===== config.mk =====
export PLATFORM = sky130hd
export DESIGN_NAME = estimador_func_matvec_sat
export DESIGN_NICKNAME = d
export VERILOG_FILES = /design/src/rtl/estimador_func_matvec_sat.sv
export SDC_FILE = /design/constraint.sdc
export NUM_CORES = 2
export LEC_CHECK = 0
export CAP_MARGIN = 20
export CORE_AREA = 8 8 358 621
export CTS_CLUSTER_DIAMETER = 150
export DETAILED_ROUTE_END_ITERATION = 7
export DIE_AREA = 0 0 366 629
export DONT_BUFFER_PORTS = 1
export PLACE_DENSITY = 0.5
export SLEW_MARGIN = 0
export SYNTH_ARGS = -nofsm -noshare
export SYNTH_HDL_FRONTEND = slang
export SYNTH_SLANG_ARGS = --single-unit

===== constraint.sdc =====
create_clock -name ap_clk -period 35.7 [get_ports ap_clk]
set_input_delay 7.14 -clock ap_clk [delete_from_list [all_inputs] [get_ports ap_clk]]
set_output_delay 7.14 -clock ap_clk [all_outputs]
set_load 0.05 [all_outputs]

===== src/rtl/estimador_func_matvec_sat.sv =====
// rtl/estimador_func_matvec_sat.sv - 3x3 signed fixed-point matrix-vector product with saturated rows
//
// Purpose: computes y = M*v, one multiply-accumulate per cycle (9 MAC cycles),
//          saturating each row result to W bits after dropping FRAC_BITS fraction bits.
//          Block-level ap_start/ap_done/ap_idle/ap_ready handshake.
// Ports:
//   ap_clk        clock, rising edge
//   ap_rst        asynchronous active-high reset
//   ap_start      run request, sampled only in IDLE
//   ap_ready      high in the IDLE cycle where ap_start is accepted (combinational)
//   ap_done       registered one-cycle pulse, results final
//   ap_idle       high while in IDLE
//   mat           9*W, element (r,c) at [(3r+c)*W +: W], captured on accept
//   vec           3*W, element c at [c*W +: W], captured on accept
//   y_out         3*W, row r at [r*W +: W]
//   y_out_ap_vld  equals ap_done
// Configuration macro: ESTIMADOR_MATVEC_ROUND_EN (round half toward +inf before the shift)

module estimador_func_matvec_sat #(
    parameter int W         = 32,
    parameter int FRAC_BITS = 16
) (
    input  logic             ap_clk,
    input  logic             ap_rst,
    input  logic             ap_start,
    output logic             ap_ready,
    output logic             ap_done,
    output logic             ap_idle,
    input  logic [9*W-1:0]   mat,
    input  logic [3*W-1:0]   vec,
    output logic [3*W-1:0]   y_out,
    output logic             y_out_ap_vld
);

    // Accumulator wide enough for three full 2W-bit products without wrapping.
    localparam int AW = 2*W + 2;

    localparam logic signed [AW-1:0] SMAX = {{(W+3){1'b0}}, {(W-1){1'b1}}};
    localparam logic signed [AW-1:0] SMIN = {{(W+3){1'b1}}, {(W-1){1'b0}}};

    typedef enum logic [1:0] {
        S_IDLE = 2'd0,
        S_MAC  = 2'd1,
        S_DONE = 2'd2
    } state_t;

    state_t                r_state;
    state_t                w_next;
    logic [1:0]            r_row;
    logic [1:0]            r_col;
    logic signed [AW-1:0]  r_acc;
    logic signed [W-1:0]   r_m [9];
    logic signed [W-1:0]   r_v [3];
    logic [W-1:0]          r_y [3];
    logic                  r_done;

    logic                  w_accept;
    logic                  w_last_col;
    logic                  w_last_row;
    logic [3:0]            w_idx;
    logic signed [2*W-1:0] w_prod;
    logic signed [AW-1:0]  w_base;
    logic signed [AW-1:0]  w_sum;
    logic signed [AW-1:0]  w_rsum;
    logic signed [AW-1:0]  w_shift;
    logic [W-1:0]          w_sat;

    assign w_last_col = (r_col == 2'd2);
    assign w_last_row = (r_row == 2'd2);
    assign w_idx      = {2'b00, r_row} * 4'd3 + {2'b00, r_col};
    assign w_prod     = r_m[w_idx] * r_v[r_col];

    // Column 0 starts a fresh row, so the previous row's sum is dropped here.
    assign w_base     = (r_col == 2'd0) ? '0 : r_acc;
    assign w_sum      = w_base + {{2{w_prod[2*W-1]}}, w_prod};

`ifdef ESTIMADOR_MATVEC_ROUND_EN
    localparam logic signed [AW-1:0] RND = {{(AW-FRAC_BITS){1'b0}}, 1'b1, {(FRAC_BITS-1){1'b0}}};
    assign w_rsum     = w_sum + RND;
`else
    assign w_rsum     = w_sum;
`endif

    assign w_shift    = w_rsum >>> FRAC_BITS;

    always_comb begin
        w_sat = w_shift[W-1:0];
        if (w_shift > SMAX) begin
            w_sat = {1'b0, {(W-1){1'b1}}};
        end else if (w_shift < SMIN) begin
            w_sat = {1'b1, {(W-1){1'b0}}};
        end
    end

    always_ff @(posedge ap_clk or posedge ap_rst) begin
        if (ap_rst) begin
            r_state <= S_IDLE;
        end else begin
            r_state <= w_next;
        end
    end

    always_comb begin
        w_next   = r_state;
        w_accept = 1'b0;
        ap_idle  = 1'b0;
        case (r_state)
            S_IDLE: begin
                ap_idle  = 1'b1;
                w_accept = ap_start;
                if (ap_start) begin
                    w_next = S_MAC;
                end
            end
            S_MAC: begin
                if (w_last_row && w_last_col) begin
                    w_next = S_DONE;
                end
            end
            S_DONE:  w_next = S_IDLE;
            default: w_next = S_IDLE;
        endcase
    end

    assign ap_ready     = w_accept;
    assign ap_done      = r_done;
    assign y_out_ap_vld = r_done;
    assign y_out        = {r_y[2], r_y[1], r_y[0]};

    always_ff @(posedge ap_clk or posedge ap_rst) begin
        if (ap_rst) begin
            r_row  <= '0;
            r_col  <= '0;
            r_acc  <= '0;
            r_done <= 1'b0;
            for (int i = 0; i < 9; i++) r_m[i] <= '0;
            for (int i = 0; i < 3; i++) r_v[i] <= '0;
            for (int i = 0; i < 3; i++) r_y[i] <= '0;
        end else begin
            // Done goes high exactly for the DONE state cycle.
            r_done <= (r_state == S_MAC) && w_last_row && w_last_col;
            if (w_accept) begin
                for (int i = 0; i < 9; i++) r_m[i] <= mat[i*W +: W];
                for (int i = 0; i < 3; i++) r_v[i] <= vec[i*W +: W];
                r_row <= '0;
                r_col <= '0;
                r_acc <= '0;
            end else if (r_state == S_MAC) begin
                r_acc <= w_sum;
                if (w_last_col) begin
                    r_y[r_row] <= w_sat;
                    r_col      <= '0;
                    r_row      <= w_last_row ? 2'd0 : r_row + 2'd1;
                end else begin
                    r_col <= r_col + 2'd1;
                end
            end
        end
    end

endmodule


# Word-level counts from Yosys, hierarchy flattened
# Index checks and enable logic that the tools add are counted.
# word_totals
reg_bits	553
in_bits	387
output_inout_bits	100
wordCells	78
# classes
addsub	4
mul	2
order_cmp	6
n_eq_ne	5
muxes	26
bitwise	4
reduce_logical	11
# ops
operator	n
two-way mux 32 bit	7
two-way mux 66 bit	3
binary-select mux 32 bit (select 4 bit)	1
bitwise mux 96 bit	1
adder 66 bit	1
binary-select mux 32 bit (select 2 bit)	1
demux 32 bit (select 2 bit)	1
multiplier 32 x 32 -> 64 bit	1
greater-than comparator 50 x 32 -> 1 bit (second input constant)	1
less-than comparator 50 x 32 -> 1 bit (second input constant)	1
two-way mux 2 bit	9
>= comparator 3 bit (second input constant)	2
NOT 2 -> 3 bit	2
>= comparator 5 bit (second input constant)	1
NOT 4 -> 5 bit	1
adder 2 x 1 -> 2 bit (second input constant)	2
adder 4 x 2 -> 4 bit	1
== test 2 bit (second input constant)	2
logical AND 1 bit	4
logical NOT 2 bit	2
multiplier 2 x 2 -> 4 bit (second input constant)	1
inequality test 2 bit (second input constant)	2
one-hot mux 2 bit (2 select lines)	1
AND reduction 2 bit	2
6 further kinds	8

# Longest topological paths before layout
# depth
word_depth	12
depth_mapped	57
ltp_nobuf	48

# Worst setup path before layout
# No wires, ideal clock.
# synth_timing
path_kind	input -> output
from	input ap_start
to	output ap_ready
arrival_ns	8.312
t_required_ns	28.560
path_slack_ns	20.248
path_stages	4
path_buffers	2
path_cell_list	nand2_1 > inv_1 > clkbuf_1 > clkbuf_1
# synth_between
elab_chain_len	1
# synth_lines
item	line	rtl
from (decl)	25	input logic ap_start,
two-way mux 1 bit	107	case (r_state)
to (decl)	26	output logic ap_ready,
# Every way passes these cells.

# Final worst setup path
# layout_timing
from	register r_row[0]
to	register r_y (netlist bit y_out[82])
# layout_between
elab_chain_len	12
elab_cells_between_ends	19
cone_classes	2 x add/sub; 2 x mul; 4 x order compare; 8 x mux; 2 x bitwise; 1 x reduce/logical
# layout_lines
item	line	rtl
from (decl)	49	logic [1:0] r_row;
from (signal assigned)	153	r_row <= w_last_row ? 2'd0 : r_row + 2'd1;
multiplier 2 x 2 -> 4 bit	70	assign w_idx = {2'b00, r_row} * 4'd3 + {2'b00, r_col};
adder 4 x 2 -> 4 bit	70	
NOT 4 -> 5 bit (implied by the code)	71	assign w_prod = r_m[w_idx] * r_v[r_col];
binary-select mux 32 bit (select 4 bit)	71	
two-way mux 32 bit (implied by the code) (2 in series)	71	
multiplier 32 x 32 -> 64 bit	71	
adder 66 bit	75	assign w_sum = w_base + {{2{w_prod[2*W-1]}}, w_prod};
less-than comparator 50 x 32 -> 1 bit	90	end else if (w_shift < SMIN) begin
two-way mux 32 bit	90	
two-way mux 32 bit	88	if (w_shift > SMAX) begin
bitwise mux 96 bit (*)	151	r_y[r_row] <= w_sat;
to (signal, indexed assignment)	151	
to (decl)	54	logic [W-1:0] r_y [3];
# Every way passes the cells marked *; elsewhere a longest branch is shown, timed or not. The select of a mux whose other input is x is not followed.
# A chain may end at the register's enable or synchronous reset.

==> metrics.cfg <==
[cts]
cts-resized-gates = 0
root_buffer = clkbuf_16
cts_buffers = 58
cts_tree = done
ctsHtreeMaxLevel = 2
clk_pin_slew_ns = 0.06
post_cts_buffers = 0
insertion_delay_ns = 0.72
clkSinkCount = 553
hold_buffers = 0
clockBufferDepth = 3

[yosys]
syn-mean-instance-area_um2 = 8.79
synthArstFlopShare_pct = 100
yosys-top-cells-area = fa_1 (34%), dfrtp_1 (22%), nand2_1 (12%)
synth_top_area_share_pct = 34.1
synthFlopType = dfrtp_1
synth_fp_nets = 8981
synth_edf_count = 0
ys_warn_count = 0
yosys.area.top_type = fa_1
ys_types = 83
synth_seq_area_share_pct = 21.7
synth-seq-cells = 553
synthesis.area_um2 = 63800
synthCells = 7253

[final_layout]
syn_to_final_growth_pct = 8.41
nets = 8782
drive_above_1_share_pct = 5.43

[drt]
wl_met2_um = 125000
wl_met1_um = 90300
drc = 0
drt_iter0_drc = 3477
routed.top_layer = met5
wl_per_cell_um = 25.3
ant_nets = 0
vias = 50000
drt-total-wl_um = 252000
vias_per_cell = 5.02
wl_met3_um = 14100
drtPass1Iterations = 8

[floorplanning]
core_um2 = 214000
die_w_um = 366
start_util_pct = 29.8
die_h_um = 629
die_area_um2 = 230000
io_pins = 487
num_rows = 225

[global_route]
grt_use_total_pct = 21.4
gr-total-overflow = 0
grt_pass1_vias = 54500
grt_max_degree = 269
grt_pass1_wl_um = 368000
antenna_found_initial = 19

[placement]
portBuffers = 0
place_congestion = 0.943
hpwl_um = 206000

[critical_path]
critPathLaunchType = flop
critPathMostFrequentCell = fa_1
max_stage_delay_ns = 0.79
crit_required_ns = 36.29
r2r_cells = 50
path_max_fanout = 78
cp-end-kind = flop
cp_slowest_cell = fa_2
critPathKind = flop to flop
cp.arrival_ns = 17.12

[hold_path]
holdPathStages = 2
min_path_type = flop to flop

[job]
cap_violations = 0

[timing]
fin_crit_sh_pct = 46.3
slew_violations = 0
max_slew_margin_pct = 14.2
fin_tns_setup_ns = 0
rsz0062_at_grt = false
hold_viol = 0
max_freq_ghz = 0.0605
tightest_slew_ns = 1.29
period_minus_slack_ns = 16.53
setup_viol = 0
fin_skew_ns = 0.0551

[status]
status = completed

## cell usage in the layout (no fill, tap or decap), types with 50 or more instances in the layout
cell type,instances
dfrtp_1,551
o21a_1,61
ha_1,254
nor2b_1,115
a21oi_1,176
mux2i_1,50
buf_4,130
o31ai_1,64
nand3_1,97
inv_1,987
a21o_1,86
fa_1,1084
clkbuf_16,58
o21ai_0,105
nor2_1,664
xnor2_1,86
nand2_1,1974
## flip-flops by register name, summed over array words and instances, names as in the netlist
name     cells
r_acc       66
r_v         96
y_out       96
r_row        2
r_state      2
ap_done      1
r_m        288
r_col        2
## synth_stat cells (17+ instances only)
cell and n:
o21a_1 65, xnor2_1 86, nand2b_1 21, mux2i_1 50, nor2b_1 117, o21ai_0 131, o31ai_1 66, a21oi_1 184
o21ai_1 17, buf_1 38, o31ai_2 20, clkbuf_1 347, nor4_1 21, o21bai_1 23, nor3_1 23, fa_1 1085
nor2_1 665, nand2_1 1978, mux4_2 49, nand3_1 97, and3_1 22, inv_1 989, a21o_1 86, xor2_1 40
dfrtp_1 553, nand4_1 27, ha_1 256, a211oi_1 32
## per-layer routing
layer / GRT usage [%] / vias up
met3: 3.59 / 656
met4: 15.3 / 18
met5: 0 / -
met2: 37.4 / 1853
li1: - / 21900
met1: 23.6 / 25600
## final timing paths
check,from,to,slack [ns]
setup / recovery,r_row[0],y_out[82],19.17
hold / removal,r_m[216],r_m[216],0.47
setup reg to reg,r_row[0],y_out[82],19.17
hold reg to reg,r_m[216],r_m[216],0.47
max in group asynchronous,ap_rst,r_m[55],25.33
min in group asynchronous,ap_rst,r_acc[63],6.39
## final cells by class
| class | instances | area [um2] |
|---|---|---|
| fillers | 22700 | 145000 |
| multi-input cells | 5310 | 44900 |
| clock buffers | 74 | 1600 |
| inverters | 991 | 3730 |
| well taps | 2837 | 3550 |
| repair buffers | 140 | 1150 |
| flip-flops and latches | 553 | 13800 |
| diodes | 4 | 10.0 |
| clock inverters | 35 | 333 |
## critical path: cells and delay by family (launching register included)
kind	cells	cell delay, ns
compound gates	13	3.79
xor+xnor	1	0.17
fa+ha+maj	13	6.29
buf+inv	8	1.35
flops	1	0.47
simple gates	15	4.16
## logic make-up after synthesis
family	Yosys count	share of synthesized area, %
flip-flops	553	21.7
adder cells (fa/ha/maj)	1341	39.1
XOR/XNOR	127	1.77
AO/OA/AOI/OAI	718	7.45
AND/OR/NAND/NOR	3021	19.1
buffers and inverters	1390	8.25
multiplexers	103	2.59
## metrics by stage
step	instances	hold WS [ns]	setup slack [ns]	utilization (%)	area, um2
after floorplan	7253	0.438	13.10	-	63800
after global placement	9824	0.453	19.43	31.3	67100
after CTS	9938	0.472	19.08	32.3	69100
final	9944	0.466	19.17	32.3	69100
after detailed placement	9829	0.456	19.17	31.4	67100
after global routing	9943	0.487	18.30	32.3	69100
Power is left out: the tool's default activity adds up to more than one toggle a clock period on the data nets, which glitch-free logic cannot reach.
